`config.mk`:
```
export PLATFORM = sky130hd
export DESIGN_NAME = arr_drv_flat
export DESIGN_NICKNAME = d
export VERILOG_FILES = /design/src/rtl/arr_pkg.sv /design/src/rtl/arr_drv_if.sv /design/src/rtl/arr_drv_lfsr.sv /design/src/rtl/arr_drv.sv /design/src/flat_wrapper.sv
export SDC_FILE = /design/constraint.sdc
export NUM_CORES = 1
export LEC_CHECK = 0
export BUFFER_PORTS_ARGS = -buffer_cell sky130_fd_sc_hd__buf_2
export CAP_MARGIN = 20
export CORE_ASPECT_RATIO = 0.5
export CORE_MARGIN = 5
export CORE_UTILIZATION = 50
export CTS_CLUSTER_DIAMETER = 120
export DETAILED_ROUTE_END_ITERATION = 16
export PLACE_DENSITY = 0.73
export SLEW_MARGIN = 10
export SYNTH_ARGS = -nofsm -noshare
export SYNTH_HDL_FRONTEND = slang
export SYNTH_HIERARCHICAL = 1
export SYNTH_SLANG_ARGS = --single-unit
```
`constraint.sdc`:
```
create_clock -name arr_drv_clk_ip -period 2.4 [get_ports arr_drv_clk_ip]
set_input_delay 0.48 -clock arr_drv_clk_ip [delete_from_list [all_inputs] [get_ports arr_drv_clk_ip]]
set_output_delay 0.48 -clock arr_drv_clk_ip [all_outputs]
set_load 0.005 [all_outputs]
```
`src/rtl/arr_pkg.sv`:
```
// Shared types, LFSR constants and the LFSR step function for the arr pair-checker stimulus driver.
package arr_pkg;

    typedef enum logic [1:0] {ARR_IDLE, ARR_RUN, ARR_DONE} arr_state_t;

    localparam int ARR_LFSR_W = 32;
    localparam logic [ARR_LFSR_W-1:0] ARR_LFSR_POLY_C = 32'h80200003;

    // Galois form, right shift: the feedback poly is applied when the bit shifted out is 1.
    function automatic logic [ARR_LFSR_W-1:0] arr_lfsr_next(input logic [ARR_LFSR_W-1:0] s);
        return (s >> 1) ^ (s[0] ? ARR_LFSR_POLY_C : {ARR_LFSR_W{1'b0}});
    endfunction

endpackage

```
`src/rtl/arr_drv_if.sv`:
```
// Control and vector-pair bus of arr_drv; slave is the driver, master is whoever starts runs.
interface arr_drv_if
    import arr_pkg::*;
#(
    parameter int LENGTH    = 1,
    parameter int MAX_VEC_W = 16
);
    logic                 arr_drv_start_ip;
    logic [MAX_VEC_W-1:0] arr_drv_count_ip;
    logic [MAX_VEC_W-1:0] arr_drv_inject_ip;
    logic [LENGTH-1:0]    arr_drv_sig0_op;
    logic [LENGTH-1:0]    arr_drv_sig1_op;
    logic                 arr_drv_valid_op;
    logic                 arr_drv_busy_op;
    logic                 arr_drv_done_op;
    logic [MAX_VEC_W-1:0] arr_drv_sent_op;

    modport master (
        output arr_drv_start_ip, arr_drv_count_ip, arr_drv_inject_ip,
        input  arr_drv_sig0_op, arr_drv_sig1_op, arr_drv_valid_op,
        input  arr_drv_busy_op, arr_drv_done_op, arr_drv_sent_op
    );

    modport slave (
        input  arr_drv_start_ip, arr_drv_count_ip, arr_drv_inject_ip,
        output arr_drv_sig0_op, arr_drv_sig1_op, arr_drv_valid_op,
        output arr_drv_busy_op, arr_drv_done_op, arr_drv_sent_op
    );

endinterface

```
`src/rtl/arr_drv_lfsr.sv`:
```
// 32-bit Galois LFSR holding register: loads the seed on reset, steps when adv is high.
module arr_drv_lfsr
    import arr_pkg::*;
#(
    parameter logic [ARR_LFSR_W-1:0] SEED = 32'h1
) (
    input  logic                  clk,
    input  logic                  srst,
    input  logic                  adv,
    output logic [ARR_LFSR_W-1:0] lfsr_state
);
    // An all-zero state would lock up the LFSR, so a zero seed becomes 1.
    localparam logic [ARR_LFSR_W-1:0] SEED_C = (SEED == '0) ? 32'h1 : SEED;

    logic [ARR_LFSR_W-1:0] state_reg;

    always_ff @(posedge clk) begin
        if (srst) begin
            state_reg <= SEED_C;
        end else if (adv) begin
            state_reg <= arr_lfsr_next(state_reg);
        end
    end

    assign lfsr_state = state_reg;

endmodule

```
`src/rtl/arr_drv.sv`:
```
// Stimulus driver for the arr pair checker: streams LFSR vector pairs, optionally corrupting one.
// Define ARR_DRV_TRACE_EN to log every valid vector and the end of each run.
module arr_drv
    import arr_pkg::*;
#(
    parameter int                    LENGTH    = 1,
    parameter logic [ARR_LFSR_W-1:0] SEED      = 32'h1,
    parameter int                    MAX_VEC_W = 16
) (
    input logic      arr_drv_clk_ip,
    input logic      arr_drv_rst_ip,
    arr_drv_if.slave bus
);
    arr_state_t           state_reg, state_next;
    logic [LENGTH-1:0]    sig0_reg, sig0_next;
    logic [LENGTH-1:0]    sig1_reg, sig1_next;
    logic [MAX_VEC_W-1:0] count_reg, count_next;
    logic [MAX_VEC_W-1:0] inject_reg, inject_next;
    logic [MAX_VEC_W-1:0] sent_reg, sent_next;

    logic                  lfsr_adv;
    logic [ARR_LFSR_W-1:0] lfsr_state;
    logic [ARR_LFSR_W-1:0] lfsr_next;
    logic [LENGTH-1:0]     vec;
    logic [LENGTH-1:0]     lsb_mask;
    logic                  lfsr_unused;

    arr_drv_lfsr #(.SEED(SEED)) u_lfsr (
        .clk        (arr_drv_clk_ip),
        .srst       (arr_drv_rst_ip),
        .adv        (lfsr_adv),
        .lfsr_state (lfsr_state)
    );

    assign lfsr_next = arr_lfsr_next(lfsr_state);
    // Narrow builds leave upper LFSR bits unconnected; this folds them into a sink.
    assign lfsr_unused = ^lfsr_next;
    assign lsb_mask    = LENGTH'(1);

    // The vector is the LFSR state replicated out to LENGTH bits.
    for (genvar gi = 0; gi < LENGTH; gi++) begin : g_vec
        assign vec[gi] = lfsr_next[gi % ARR_LFSR_W];
    end

    always_ff @(posedge arr_drv_clk_ip) begin
        if (arr_drv_rst_ip) begin
            state_reg  <= ARR_IDLE;
            sig0_reg   <= '0;
            sig1_reg   <= '0;
            count_reg  <= '0;
            inject_reg <= '0;
            sent_reg   <= '0;
        end else begin
            state_reg  <= state_next;
            sig0_reg   <= sig0_next;
            sig1_reg   <= sig1_next;
            count_reg  <= count_next;
            inject_reg <= inject_next;
            sent_reg   <= sent_next;
        end
    end

    // RUN means "a vector is on the outputs this cycle": entering RUN already emits vector 1.
    always_comb begin
        state_next  = state_reg;
        sig0_next   = sig0_reg;
        sig1_next   = sig0_reg;
        count_next  = count_reg;
        inject_next = inject_reg;
        sent_next   = sent_reg;
        lfsr_adv    = 1'b0;
        unique case (state_reg)
            ARR_IDLE: begin
                if (bus.arr_drv_start_ip) begin
                    count_next  = bus.arr_drv_count_ip;
                    inject_next = bus.arr_drv_inject_ip;
                    if (bus.arr_drv_count_ip != '0) begin
                        state_next = ARR_RUN;
                        sent_next  = MAX_VEC_W'(1);
                        lfsr_adv   = 1'b1;
                        sig0_next  = vec;
                        sig1_next  = (bus.arr_drv_inject_ip == MAX_VEC_W'(1)) ? (vec ^ lsb_mask) : vec;
                    end else begin
                        state_next = ARR_DONE;
                        sent_next  = '0;
                    end
                end
            end
            ARR_RUN: begin
                if (sent_reg == count_reg) begin
                    state_next = ARR_DONE;
                end else begin
                    sent_next = sent_reg + MAX_VEC_W'(1);
                    lfsr_adv  = 1'b1;
                    sig0_next = vec;
                    sig1_next = (sent_next == inject_reg) ? (vec ^ lsb_mask) : vec;
                end
            end
            ARR_DONE: begin
                state_next = ARR_IDLE;
            end
            default: begin
                state_next = ARR_IDLE;
            end
        endcase
    end

    assign bus.arr_drv_sig0_op  = sig0_reg;
    assign bus.arr_drv_sig1_op  = sig1_reg;
    assign bus.arr_drv_valid_op = (state_reg == ARR_RUN);
    assign bus.arr_drv_busy_op  = (state_reg == ARR_RUN);
    assign bus.arr_drv_done_op  = (state_reg == ARR_DONE);
    assign bus.arr_drv_sent_op  = sent_reg;

`ifdef ARR_DRV_TRACE_EN
`ifndef EXM_INFORMATION
`define EXM_INFORMATION(msg) $display("%s", msg)
`endif
    always_ff @(posedge arr_drv_clk_ip) begin
        if (!arr_drv_rst_ip) begin
            if (state_reg == ARR_RUN) begin
                `EXM_INFORMATION($sformatf("%m : vec %d %x %x", sent_reg, sig0_reg, sig1_reg));
            end
            if (state_reg == ARR_DONE) begin
                `EXM_INFORMATION($sformatf("%m : done %d vectors", sent_reg));
            end
        end
    end
`endif

endmodule
```
`src/flat_wrapper.sv`:
```
// flat-port wrapper written by rule: the top's interface ports become plain ports
module arr_drv_flat import arr_pkg::*;
#(
    parameter int                    LENGTH    = 1,
    parameter logic [ARR_LFSR_W-1:0] SEED      = 32'h1,
    parameter int                    MAX_VEC_W = 16
)
  (arr_drv_clk_ip, arr_drv_rst_ip, bus_arr_drv_start_ip, bus_arr_drv_count_ip, bus_arr_drv_inject_ip, bus_arr_drv_sig0_op, bus_arr_drv_sig1_op, bus_arr_drv_valid_op, bus_arr_drv_busy_op, bus_arr_drv_done_op, bus_arr_drv_sent_op);
  arr_drv_if #(.LENGTH(LENGTH), .MAX_VEC_W(MAX_VEC_W)) bus_i ();
  input logic arr_drv_clk_ip;
  input logic arr_drv_rst_ip;
  input wire logic [$bits(bus_i.arr_drv_start_ip)-1:0] bus_arr_drv_start_ip;
  input wire logic [$bits(bus_i.arr_drv_count_ip)-1:0] bus_arr_drv_count_ip;
  input wire logic [$bits(bus_i.arr_drv_inject_ip)-1:0] bus_arr_drv_inject_ip;
  output wire logic [$bits(bus_i.arr_drv_sig0_op)-1:0] bus_arr_drv_sig0_op;
  output wire logic [$bits(bus_i.arr_drv_sig1_op)-1:0] bus_arr_drv_sig1_op;
  output wire logic [$bits(bus_i.arr_drv_valid_op)-1:0] bus_arr_drv_valid_op;
  output wire logic [$bits(bus_i.arr_drv_busy_op)-1:0] bus_arr_drv_busy_op;
  output wire logic [$bits(bus_i.arr_drv_done_op)-1:0] bus_arr_drv_done_op;
  output wire logic [$bits(bus_i.arr_drv_sent_op)-1:0] bus_arr_drv_sent_op;
  assign bus_i.arr_drv_start_ip = bus_arr_drv_start_ip;
  assign bus_i.arr_drv_count_ip = bus_arr_drv_count_ip;
  assign bus_i.arr_drv_inject_ip = bus_arr_drv_inject_ip;
  assign bus_arr_drv_sig0_op = bus_i.arr_drv_sig0_op;
  assign bus_arr_drv_sig1_op = bus_i.arr_drv_sig1_op;
  assign bus_arr_drv_valid_op = bus_i.arr_drv_valid_op;
  assign bus_arr_drv_busy_op = bus_i.arr_drv_busy_op;
  assign bus_arr_drv_done_op = bus_i.arr_drv_done_op;
  assign bus_arr_drv_sent_op = bus_i.arr_drv_sent_op;
  arr_drv #(.LENGTH(LENGTH), .SEED(SEED), .MAX_VEC_W(MAX_VEC_W)) u_core (.arr_drv_clk_ip(arr_drv_clk_ip), .arr_drv_rst_ip(arr_drv_rst_ip), .bus(bus_i));
endmodule
```
# Word-level counts from Yosys, hierarchy flattened
# Index checks and enable logic that the tools add are counted.
# classes
addsub	1
multipliers	0
div	0
magnitude_cmp	0
eq_ne	9
n_shift	0
muxes	23
bitwise_logic	2
n_reduce_logical	7
# op_table
op	n
$eq 16x16->1	2
$mux 16	2
$mux 32	1
$pmux 16 s2	1
$xor 31x32->32	1
$add 16x1->16 const B	1
$eq 16x1->1 const B	1
$reduce_bool 16->1	1
$mux 1	12
$mux 2	3
$pmux 1 s2	3
$ne 2x1->1 const B	2
$ne 2x2->1 const B	2
$pmux 2 s2	1
$reduce_and 2->1	2
$reduce_and 4->1	1
$reduce_and 3->1	1
$eq 2x1->1 const B	1
$eq 2x2->1 const B	1
$logic_not 2->1	1
$reduce_bool 2->1	1
$not 1->1	1
# word_totals
reg_bits	84
latch_bits	0
ram_bits	0
rom_bits	0
input_bits	35
out_inout_bits	21
word_cells	49
mem_count	0

# Longest topological paths before layout
# Gate-level depths: netlist of run 1.
# depth
depth_word	7
mapped_depth	10
ltp_nobuf	7

# Hierarchy
# Netlist of run 1, hierarchy kept.
# modules_own_cells
module	n_inst	cells_each	area_per_inst_um2	seq_area_each_um2
arr_drv	1	378	2919.0	1041.0
arr_drv_lfsr	1	106	1193.6	640.6

# Worst setup path before layout of run 1
# No wires, ideal clock.
# synth_path
path_kind	register to register
from	register u_core.sent_reg[4], in the netlist u_core/bus.arr_drv_sent_op[4]
to	register u_core.sig1_reg, in the netlist u_core/bus.arr_drv_sig1_op
setup_time_ns	0.122
arrival_time_ns	1.948
t_required_ns	2.278
slack_ns	0.331
stages_incl_launch_ff	8
path_buffers	1
period_less_slack_ns	2.069
cell_sequence	dfxtp_1 buf_2 nand4_1 nor4_2 xnor2_1 nand4_1 o311a_1 a221o_1
# synth_via
elab_chain_cells	5
elab_cells_between_ends	6
cone_classes	add/sub (1); eq/ne (2); mux (3)
# synth_rtl
item	line	text
start: declaration	arr_drv.sv:19	logic [MAX_VEC_W-1:0] sent_reg, sent_next;
start signal: assignment	arr_drv.sv:59	sent_reg <= sent_next;
$add 16x1->16	arr_drv.sv:93	sent_next = sent_reg + MAX_VEC_W'(1);
$eq 16x16->1	arr_drv.sv:96	sig1_next = (sent_next == inject_reg) ? (vec ^ lsb_mask) : vec;
$mux 1	arr_drv.sv:96	
$mux 1 (*)	arr_drv.sv:90	if (sent_reg == count_reg) begin
$pmux 1 s2 (*)	arr_drv.sv:72	unique case (state_reg)
end signal: assignment	arr_drv.sv:56	sig1_reg <= sig1_next;
end: declaration	arr_drv.sv:16	logic [LENGTH-1:0] sig1_reg, sig1_next;
# Every way passes the cells marked *; elsewhere a longest branch is shown, timed or not.
# A chain may end at the register's enable or synchronous reset.

# Worst setup path after layout of run 1
# layout_path
from	register u_core.sent_reg[9], in the netlist u_core/bus.arr_drv_sent_op[9]
to	register u_core.sig1_reg, in the netlist u_core/bus.arr_drv_sig1_op
# Same word-level chain as after synthesis.

==> results of run 1 <==
[final cells by class]
class	count	area (sq um)	share of cell area (%)
inverter	3	11.3	0.236
tap	112	140	2.94
timing repair buffer	74	443	9.30
clock inverter	7	80.1	1.68
multi-input combinational	357	2180	45.8
clock buffer	9	225	4.73
sequential	84	1680	35.3
[cell usage after synthesis]
master / instances / area (sq um)
buf_4: 6 / 45.0
and3_4: 1 / 11.3
and4bb_2: 1 / 12.5
and2_1: 11 / 68.8
or3_1: 2 / 12.5
a221o_1: 1 / 10.0
nor4_1: 11 / 68.8
inv_1: 3 / 11.3
buf_6: 3 / 33.8
nor3b_1: 6 / 45.0
o311a_1: 2 / 20.0
nor3_1: 9 / 45.0
xnor2_1: 40 / 350
o2111ai_1: 1 / 8.76
a21o_1: 2 / 15.0
buf_2: 10 / 50.1
nor4_2: 2 / 25.0
and4_1: 5 / 43.8
nand3_1: 4 / 20.0
ha_1: 1 / 12.5
a211oi_2: 2 / 25.0
nor4b_1: 1 / 8.76
o211ai_1: 1 / 7.51
nor2_1: 36 / 135
clkbuf_1: 18 / 67.6
o21bai_1: 1 / 7.51
a21oi_1: 51 / 255
mux2i_1: 32 / 320
dfxtp_1: 84 / 1680
nand2b_1: 1 / 6.26
o21ai_0: 14 / 70.1
xor2_1: 6 / 52.6
nand4_1: 14 / 87.6
o32ai_1: 1 / 8.76
nor2b_1: 6 / 37.5
o21a_1: 1 / 7.51
and3_2: 1 / 7.51
a31oi_1: 1 / 6.26
xnor2_2: 1 / 16.3
nand2_1: 87 / 327
nand3b_1: 1 / 7.51
buf_12: 3 / 60.1
[layer usage]
layer / vias to the layer above / GRT usage (%)
li1: 1741 / -
met1: 1637 / 25.0
met2: 116 / 31.1
met3: 8 / 5.46
met4: 0 / 6.35
met5: - / 0
[power by group through the flow]
stage	Sequential (mW)	Clock [mW]	Combinational, mW
2_1_floorplan	1.53	0	0.380
3_3_place_gp	1.55	0	0.483
3_5_place_dp	1.55	0	0.488
4_1_cts	1.51	1.45	0.493
5_1_grt	1.52	1.50	0.539
6_report	1.52	1.41	0.493
[worst register-to-register path: cells and delay by family, from the launching register on]
| kind | cells | cell delay (ps) |
|---|---|---|
| AO/OA/AOI/OAI | 2 | 650 |
| AND/OR/NAND/NOR | 3 | 660 |
| XOR/XNOR | 1 | 230 |
| flip-flops | 1 | 540 |
[logic make-up after synthesis]
| group | after synthesis | share of synthesized area (%) |
|---|---|---|
| buffers and inverters | 43 | 6.51 |
| and+or+nand+nor | 199 | 23.6 |
| muxes | 32 | 7.79 |
| xor gates and xnor gates | 47 | 10.2 |
| DFF | 84 | 40.9 |
| adders and majority gates | 1 | 0.304 |
| AOI/OAI and AO/OA | 78 | 10.7 |
[per-stage QoR]
stage / util (%) / setup slack (ps)
6_report: 59.5 / 202
5_1_grt: 59.5 / 46.0
4_1_cts: 59.5 / 230
3_5_place_dp: 55.7 / 250
3_3_place_gp: 55.7 / 275
2_1_floorplan: - / 331
[worst min path at each step]
stage | slack [ps] | cells past startpoint | from | endpoint
2_1_floorplan | 450 | 2 | u_core/inject_reg[13] | u_core/inject_reg[13]
3_3_place_gp | 460 | 2 | u_core/count_reg[14] | u_core/count_reg[14]
3_5_place_dp | 460 | 2 | u_core/count_reg[15] | u_core/count_reg[15]
4_1_cts | 370 | 3 | bus_arr_drv_count_ip[12] | u_core/count_reg[12]
5_1_grt | 380 | 3 | bus_arr_drv_count_ip[7] | u_core/count_reg[7]
6_report | 390 | 3 | bus_arr_drv_count_ip[12] | u_core/count_reg[12]
[layout by cell type, fill, tap and decap left out, types with 3 or more instances in the layout]
cell type  count
nand2_1       87
dfxtp_1       84
buf_2         55
a21oi_1       51
xnor2_1       40
nor2_1        36
mux2i_1       32
buf_4         17
nand4_1       14
o21ai_0       13
and2_1        11
nor4_1        10
clkbuf_16      9
nor3_1         9
nor2b_1        6
nor3b_1        6
xor2_1         6
and4_1         5
inv_6          4
nand3_1        4
inv_1          3
nor4_2         3
==> summary.txt, run 1 <==
Status
  • Outcome: completed

Routing
  • Initial DRC Count: 300
  • WL met3: 691 microns
  • Final wirelength: 9.70 mm
  • First drt pass iteration count: 5
  • Met2 WL: 4.45 mm
  • DR vias: 3,502
  • Uppermost layer routed: met4
  • Average routed wire per standard cell: 15.0 microns
  • Drt via density: 5.42
  • Post-route ant nets: 0
  • Metal1 wirelength: 4.47 mm
  • DRC viols: 0

Power and ir drop
  • Clock power share: 41.3%
  • Leak: 1.90 nW
  • Pint: 2.49 mW
  • Total power: 3.42 mW
  • Combinational power share: 14.4%
  • Maximum vdd drop: 0.000351 V
  • Reg power frac: 44.3%
  • Pwr per Cell Area: 718 mW/mm^2
  • Switch Pwr: 926 uW
  • Sw Share: 27.1%

Worst setup path
  • Slowest library cell on the worst path: dfxtp_1
  • R2r setup slk: 200 ps
  • Crit path required time: 2620 ps
  • WS Path Type: register to register
  • Crit-path max FO: 9
  • R2R Path Start: u_core/bus.arr_drv_sent_op[9]
  • CP endpoint: u_core/bus.arr_drv_sig1_op
  • CP Capture Type: register
  • R2R depth: 6
  • RR Endpoint: u_core/bus.arr_drv_sig1_op
  • Crit path cell chain: and4_1, nand4_1, xnor2_1, nand4_1, o311a_1, a221o_1
  • Crit-path max cell delay: 540 ps
  • CP most frequent cell: nand4_1
  • Crit path arrival time: 2420 ps
  • Crit path from: u_core/bus.arr_drv_sent_op[9]
  • CP bufs+invs: 0
  • Worst setup SP type: register
  • Top delay family on crit path: simple AND/OR/NAND/NOR gates
  • Worst path depth: 6

STA
  • Maximum clock frequency: 455 MHz
  • Final Max Tran Viols: 0
  • Fin. Hold Viols: 0
  • RSZ-0062 raised after global routing: no
  • Period utilization: 91.6%
  • Minimum clock period after layout: 2200 ps
  • Final setup fails: 0
  • Clk_skew: 7.61 ps
  • Worst-Margin Slew: 449 ps
  • Worst Hold Slack: 389 ps
  • Final TNS setup: 0 ps
  • Rel. slew slack: 70.0%

Clocking
  • CTS tree: yes
  • CTS Hold Bufs: 0
  • Clock sink count: 84
  • Post_cts resized: 0
  • Clock root cell: clkbuf_16
  • Worst-path clk slew: 70 ps
  • CTS H-tree depth: 3
  • Postcts setup bufs: 0
  • Clock Latency Late Sink: 340 ps
  • CTS Buffer Depth: 2
  • CTS Buf Count: 9

Global route
  • Vias in the first global route: 3,087
  • Initial antenna violation count: 0
  • Largest net degree at the start of global routing: 77
  • First-pass GRT wire length: 15.5 mm
  • Gr ovfl total: 0
  • Total Routing Usage GR: 19.1%

Placed design
  • Port Buffers: 55
  • Number of placed instances, taps included: 630
  • Placed inst area: 0.00446 sq mm
  • Detailed placement HPWL: 6.84 mm
  • RePlAce Congestion: 0.970

Synthesis
  • Synthesized cell area: 0.00411 sq mm
  • Yosys reg bits: 84
  • Syn_nets: 520
  • Synthesized area per cell: 8.50 sq um
  • Post-synthesis cell type count: 42
  • Synth warnings: 6
  • Post-Syn Instances: 484
  • Register area share after synthesis: 40.9%

Floorplanning
  • # rows: 23
  • Die span in y: 74.1 microns
  • Core Region: 0.00800 sq mm
  • I/O pin cnt: 56
  • Die outline width: 138 microns
  • Die area: 0.0102 sq mm
  • Initial Util: 51.4%

Min path
  • HP Class: input port to register

Finish
  • Non-Filler Instances: 646
  • Inserted Diodes: 0
  • Layout Nets: 565
  • Share of cells above drive strength 1: 18.7%
  • Largest register FFs: 32
  • # fillers: 748
  • Design Area, Final: 0.00476 sq mm
  • Area Overhead vs Synth: 15.8%

Flow run
  • Max Cap Violations: 0
No activity file was read; power rests on OpenSTA's default activity.
==> run 2: changes to the inputs <==
- ABC_CLOCK_PERIOD_IN_PS: not set -> 1800
- CTS_CLUSTER_SIZE: not set -> 14
- PLACE_DENSITY: 0.73 -> 0.76
- clock period: 2.4 -> 1.8 ns (I/O delays scaled with it)
==> summary.txt, run 2 (synthesized netlist as in run 1, its figures left out) <==
Worst setup path
  • Crit path required time: 2020 ps (-600 ps)
  • CP most frequent cell: buf_6
  • R2r setup slk: -430 ps (-630 ps)
  • Slowest library cell on the worst path: dfxtp_4
  • Crit path cell chain: buf_6, xnor2_2, nand4_1, nor4_4, buf_6, buf_6, o21ai_4, buf_12, buf_12, mux2i_2, nor2_1
  • Crit-path max FO: 6 (-3)
  • Crit-path max cell delay: 370 ps (-170 ps)
  • Worst setup SP type: register
  • Crit path arrival time: 2450 ps (+30 ps)
  • WS Path Type: register to register
  • CP Capture Type: register

Flow run
  • Max Cap Violations: 0 (unchanged)

Power and ir drop
  • Total power: 5.00 mW (+46%)
  • Maximum vdd drop: 0.000649 V (+85%)
  • Pwr per Cell Area: 843 mW/mm^2 (+17%)
  • Leak: 2.48 nW (+31%)

Global route
  • First-pass GRT wire length: 20.1 mm (+29%)
  • Vias in the first global route: 4,051 (+31%)
  • Largest net degree at the start of global routing: 33 (-57%)
  • Total Routing Usage GR: 25.0% (+5.8 points)
  • Initial antenna violation count: 0 (unchanged)
  • Gr ovfl total: 0 (unchanged)

STA
  • Final setup fails: 51 (+51)
  • Rel. slew slack: 62.6% (-7.4 points)
  • Fin. Hold Viols: 0 (unchanged)
  • Worst Hold Slack: 272 ps (-117 ps)
  • Worst-Margin Slew: 556 ps (+107 ps)
  • Final TNS setup: -17,520 ps (-17,520 ps)
  • Period utilization: 124% (+32 points)
  • RSZ-0062 raised after global routing: yes
  • Final worst setup slack: -432 ps (-634 ps)
  • Clk_skew: 5.65 ps (-1.96 ps)
  • Maximum clock frequency: 448 MHz (-1.5%)
  • Final Max Tran Viols: 0 (unchanged)
  • Minimum clock period after layout: 2230 ps (+34.2 ps)

Finish
  • Layout Nets: 647 (+15%)
  • Non-Filler Instances: 728 (+13%)
  • Final Util: 74.1% (+15 points)
  • Area Overhead vs Synth: 44.1%
  • Commonest non-fill, non-tap cell in the layout: nand2_1
  • Inserted Diodes: 0 (unchanged)
  • Share of cells above drive strength 1: 40.9% (+22 points)
  • Most frequent cells in the layout: nand2_1, buf_4, dfxtp_1
  • Design Area, Final: 0.00593 sq mm (+24%)
  • Largest register FFs: 32 (unchanged)

Placed design
  • Detailed placement HPWL: 8.16 mm (+19%)
  • Setup WS pre-CTS: -305 ps (-556 ps)
  • Placed inst area: 0.00496 sq mm (+11%)
  • RePlAce Congestion: 0.951 (-2.0%)
  • Port Buffers: 55 (unchanged)
  • Number of placed instances, taps included: 692 (+9.8%)

Routing
  • Final wirelength: 14.4 mm (+49%)
  • First drt pass iteration count: 6 (+1)
  • DR vias: 4,304 (+23%)
  • Initial DRC Count: 526 (+75%)
  • Drt via density: 5.91 (+9.1%)
  • DRC viols: 0 (unchanged)
  • Post-route ant nets: 0 (unchanged)
  • Average routed wire per standard cell: 19.8 microns (+32%)

Floorplanning
  • Die area: 0.0102 sq mm (unchanged)
  • Die outline width: 138 microns (unchanged)
  • # rows: 23 (unchanged)
  • Initial Util: 51.4% (unchanged)
  • Die span in y: 74.1 microns (unchanged)
  • I/O pin cnt: 56 (unchanged)
  • Core Region: 0.00800 sq mm (unchanged)

Status
  • Failing checks: negative setup slack
  • Outcome: finished, violations left

Clocking
  • Worst-path clk slew: 60 ps (about the same)
  • CTS Buffer Depth: 2 (unchanged)
  • CTS tree: yes
  • CTS H-tree depth: 3 (unchanged)
  • Clock Latency Late Sink: 340 ps (about the same)
  • CTS Buf Count: 9 (unchanged)
  • Clock sink count: 84 (unchanged)
  • Clock root cell: clkbuf_16

Min path
  • HP Class: input port to register
run 2: area by class of cell:
| class | instances | area, sq um |
|---|---|---|
| Fill cell | 524 | 2070 |
| Multi-Input combinational cell | 357 | 2530 |
| Clock buffer | 12 | 246 |
| Clock inverter | 4 | 48.8 |
| Sequential cell | 84 | 1720 |
| Timing Repair Buffer | 156 | 1230 |
| Inverter | 3 | 11.3 |
| Tap cell | 112 | 140 |
run 2: worst paths after layout:
kind                                 start                           end  depth (start not counted)
max          u_core/bus.arr_drv_sent_op[8]  u_core/u_lfsr/lfsr_state[11]                         11
min                bus_arr_drv_count_ip[3]           u_core/count_reg[3]                          3
max reg2reg  u_core/bus.arr_drv_sent_op[8]  u_core/u_lfsr/lfsr_state[11]                         11
min reg2reg           u_core/inject_reg[5]          u_core/inject_reg[5]                          2
run 2: where the power goes:
| group | internal (mW) | total, mW | switching (mW) | leakage (nW) |
|---|---|---|---|---|
| logic | 0.556 | 1.12 | 0.562 | 1.64 |
| clock network | 1.11 | 1.84 | 0.732 | 0.147 |
| registers | 1.94 | 2.04 | 0.0976 | 0.693 |
run 2: per-layer routing:
layer	routed length, microns	track usage, %	vias up
li1	-	-	1908
met1	5590	28.7	2040
met2	6900	45.0	283
met3	1300	6.49	73
met4	644	11.5	0
met5	0	0	-
run 2: critical path, delay by kind of cell (launching register included):
kind            cells  cell delay, ps
xor+xnor            1             180
flops               1             370
buf+inv             5             700
compound gates      1             100
mux                 1             190
simple gates        3             570
run 2: timing repair:
action                                  in CTS  in global routing
endpoints found under the setup margin      51                 53
buffers inserted                            12                  8
gates resized for setup                     92                 34
hold buffers                                 0                  0
cloned                                       2                  2
pin swaps                                   53                 25
endpoints found under the hold margin        0                  0
==> run 3: changes to the inputs <==
--- a/config.mk
+++ b/config.mk
@@ -7,2 +7,3 @@
 export LEC_CHECK = 0
+export ABC_AREA = 1
 export ABC_CLOCK_PERIOD_IN_PS = 1800
@@ -16,3 +17,4 @@
 export DETAILED_ROUTE_END_ITERATION = 16
-export PLACE_DENSITY = 0.76
+export PLACE_DENSITY = 0.75
+export RECOVER_POWER = 100
 export SLEW_MARGIN = 10
==> constraint.sdc (replaced) <==
create_clock -name arr_drv_clk_ip -period 1.8 [get_ports arr_drv_clk_ip]
set_input_delay 0.18 -clock arr_drv_clk_ip [delete_from_list [all_inputs] [get_ports arr_drv_clk_ip]]
set_output_delay 0.18 -clock arr_drv_clk_ip [all_outputs]
set_load 0.005 [all_outputs]
==> summary.txt, run 3 <==
Status
  • Outcome: finished, violations left
  • Failing checks: negative setup slack

Synthesis
  • Syn_nets: 634 (+22%)
  • Synth area leaders: dfxtp_1, nor2_1, o21ai_0, nand2_1, nand3_1
  • Share of the synthesized area in the top cell type: 39.5% (-1.4 points)
  • Register area share after synthesis: 39.5% (-1.4 points)
  • Fraction of registers with async set/reset: 0% (unchanged)
  • Synth Flop Type: dfxtp_1
  • Most common cell in the netlist: nor2_1
  • Synthesized area per cell: 7.12 sq um (-16%)
  • Synth cell count leaders: nor2_1, dfxtp_1, nand2_1
  • Post-Syn Instances: 598 (+24%)
  • Post-synthesis cell type count: 36 (-14%)
  • Synth area leader: dfxtp_1
  • Synth warnings: 6 (unchanged)
  • Post-synth EDFFs: 0 (unchanged)
  • Synthesized cell area: 0.00426 sq mm (+3.6%)
  • Yosys reg bits: 84 (unchanged)

Placed design
  • Port Buffers: 55 (unchanged)
  • Setup WS pre-CTS: -147 ps (+159 ps)
  • RePlAce Congestion: 0.906 (-4.7%)
  • Detailed placement HPWL: 7.91 mm (-3.0%)

Routing
  • Average routed wire per standard cell: 14.2 microns (-28%)
  • Post-route ant nets: 0 (unchanged)
  • Drt via density: 5.28 (-11%)
  • Initial DRC Count: 347 (-34%)
  • First drt pass iteration count: 8 (+2)
  • DR vias: 4,290 (-0.33%)
  • Final wirelength: 11.6 mm (-20%)
  • DRC viols: 0 (unchanged)

Global route
  • Largest net degree at the start of global routing: 49 (+48%)
  • Gr ovfl total: 0 (unchanged)
  • First-pass GRT wire length: 18.3 mm (-8.7%)
  • Total Routing Usage GR: 21.7% (-3.2 points)
  • Vias in the first global route: 3,992 (-1.5%)
  • Initial antenna violation count: 0 (unchanged)

Floorplanning
  • Die span in y: 75.3 microns (+1.5%)
  • Die outline width: 141 microns (+1.6%)
  • Initial Util: 52.3% (+0.90 points)
  • # rows: 23 (unchanged)
  • Core Region: 0.00814 sq mm (+1.8%)
  • Die area: 0.0106 sq mm (+3.2%)
  • I/O pin cnt: 56 (unchanged)

STA
  • Period utilization: 107% (-17 points)
  • Fin. Hold Viols: 0 (unchanged)
  • RSZ-0062 raised after global routing: yes
  • Final Max Tran Viols: 0 (unchanged)
  • Final worst setup slack: -133 ps (+299 ps)
  • Rel. slew slack: 73.8% (+11 points)
  • Clk_skew: 9.02 ps (+3.37 ps)
  • Maximum clock frequency: 517 MHz (+15%)
  • Worst Hold Slack: 64.4 ps (-207 ps)
  • Worst-Margin Slew: 392 ps (-164 ps)
  • Final setup fails: 33 (-35%)
  • Minimum clock period after layout: 1930 ps (-299 ps)
  • Final TNS setup: -1260 ps (+16,270 ps)

Worst setup path
  • R2R Path Start: u_core/bus.arr_drv_sent_op[0]
  • CP Capture Type: register
  • R2R depth: 14 (+3)
  • Crit path from: u_core/bus.arr_drv_sent_op[0]
  • Crit-path max FO: 6 (unchanged)
  • RR Endpoint: u_core/bus.arr_drv_sig1_op
  • Crit path required time: 2090 ps (+70 ps)
  • R2r setup slk: -130 ps (+300 ps)
  • Worst setup SP type: register
  • Crit path arrival time: 2220 ps (-230 ps)
  • WS Path Type: register to register

Clocking
  • Clock sink count: 84 (unchanged)
  • Clock root cell: clkbuf_16
  • CTS H-tree depth: 3 (unchanged)
  • CTS tree: yes
  • CTS Buffer Depth: 2 (unchanged)
  • Clock Latency Late Sink: 350 ps (about the same)
  • CTS Hold Bufs: 0 (unchanged)
  • CTS Buf Count: 9 (unchanged)
  • Worst-path clk slew: 70 ps (about the same)

Min path
  • HP Class: input port to register
  • WHS Endpoint: u_core/count_reg[0]
  • Hold path cells: 3 (unchanged)
  • HP Start: bus_arr_drv_count_ip[0]

Finish
  • Inserted Diodes: 0 (unchanged)
  • Layout Nets: 732 (+13%)
  • Largest register FFs: 32 (unchanged)
  • Most frequent cells in the layout: nor2_1, dfxtp_1, nand2_1
  • # fillers: 677 (+29%)
  • Commonest non-fill, non-tap cell in the layout: nor2_1
  • Area Overhead vs Synth: 30.5%
  • Share of cells above drive strength 1: 29.7% (-11 points)
  • Final Util: 68.2% (-5.9 points)

Power and ir drop
  • Total power: 5.65 mW (+13%)
  • Pwr per Cell Area: 1020 mW/mm^2 (+21%)
  • Leak: 2.53 nW (+1.7%)
  • Maximum vdd drop: 0.000541 V (-17%)

Flow run
  • Max Cap Violations: 0 (unchanged)
-- run 3: cell types whose count changed in the layout (fill, tap and decap cells not counted), sizes merged, moves of 36 or more --
cell / delta
xnor2: -36
o21ai: +64
inv: +47
buf: -38
nand3: +41
nor2: +108
-- run 3: cell type report --
| class | count | area (sq um) | share of cell area [%] |
|---|---|---|---|
| clock buffer | 9 | 225 | 4.05 |
| clock inverter | 7 | 103 | 1.85 |
| inverter | 45 | 189 | 3.40 |
| multi-input combinational | 437 | 2370 | 42.6 |
| sequential | 84 | 1700 | 30.6 |
| tap | 112 | 140 | 2.52 |
| timing repair buffer | 118 | 827 | 14.9 |
| timing repair inverter | 1 | 8.76 | 0.158 |
-- run 3: cell families after synthesis --
kind of cell | synth area share (%)
AND/OR/NAND/NOR | 30.3
XOR/XNOR | 5.49
flip-flops | 39.5
AO/OA/AOI/OAI | 15.2
adder cells (fa/ha/maj) | 0.294
buffers and inverters | 9.25
-- run 3: metal layers --
layer  share of wire (%)  track usage [%]  vias up  wire [microns]
met4                 1.4             7.09        0             167
met3                 7.0             6.03       21             806
li1                    -                -     2144               -
met1                  43             26.0     1981            4970
met2                  49             38.9      144            5610
met5                   0                0        -               0
-- run 3: per-stage QoR --
step | instance area, sq um | std cells
after floorplan | 4270 | 598
after global placement | 4890 | 784
after detailed placement | 4890 | 784
after CTS | 5330 | 805
after global routing | 5560 | 813
final | 5560 | 813
-- run 3: how the worst max path moves through the flow --
| stage | endpoint | slack, ps |
|---|---|---|
| floorplan | u_core/u_lfsr/lfsr_state[23] | 30 |
| global placement | u_core/u_lfsr/lfsr_state[21] | -120 |
| detailed placement | u_core/bus.arr_drv_sig1_op | -150 |
| CTS | u_core/bus.arr_drv_sig1_op | -70 |
| global route | u_core/bus.arr_drv_sig1_op | -200 |
| finish | u_core/bus.arr_drv_sig1_op | -130 |
-- run 3: critical path: stages, from the launching register on --
cell and delay (ps):
dfxtp_4 380, ha_4 160, nand2_2 70, nor2_4 210
buf_6 120, nand4_1 150, nand2_1 100, nand2_1 50
nand2_1 50, nand2_1 80, nor2_4 160, nand3_2 100
nand2_2 70, nand3_2 60, a21oi_2 100
-- run 3: where the power goes --
part           total (mW)  leakage (nW)  switching (mW)  internal (mW)
logic                1.38          1.67           0.782          0.597
clock network        2.05         0.157           0.814           1.23
registers            2.23         0.699           0.144           2.08
total                5.65          2.53            1.74           3.91
-- run 3: timing repair --
item                       CTS  global route
buffers inserted             5             7
pin swaps                    5            16
cloned                       0             1
gates resized for setup     22            70
hold endpoints to repair     0             0
setup endpoints to repair   46            52
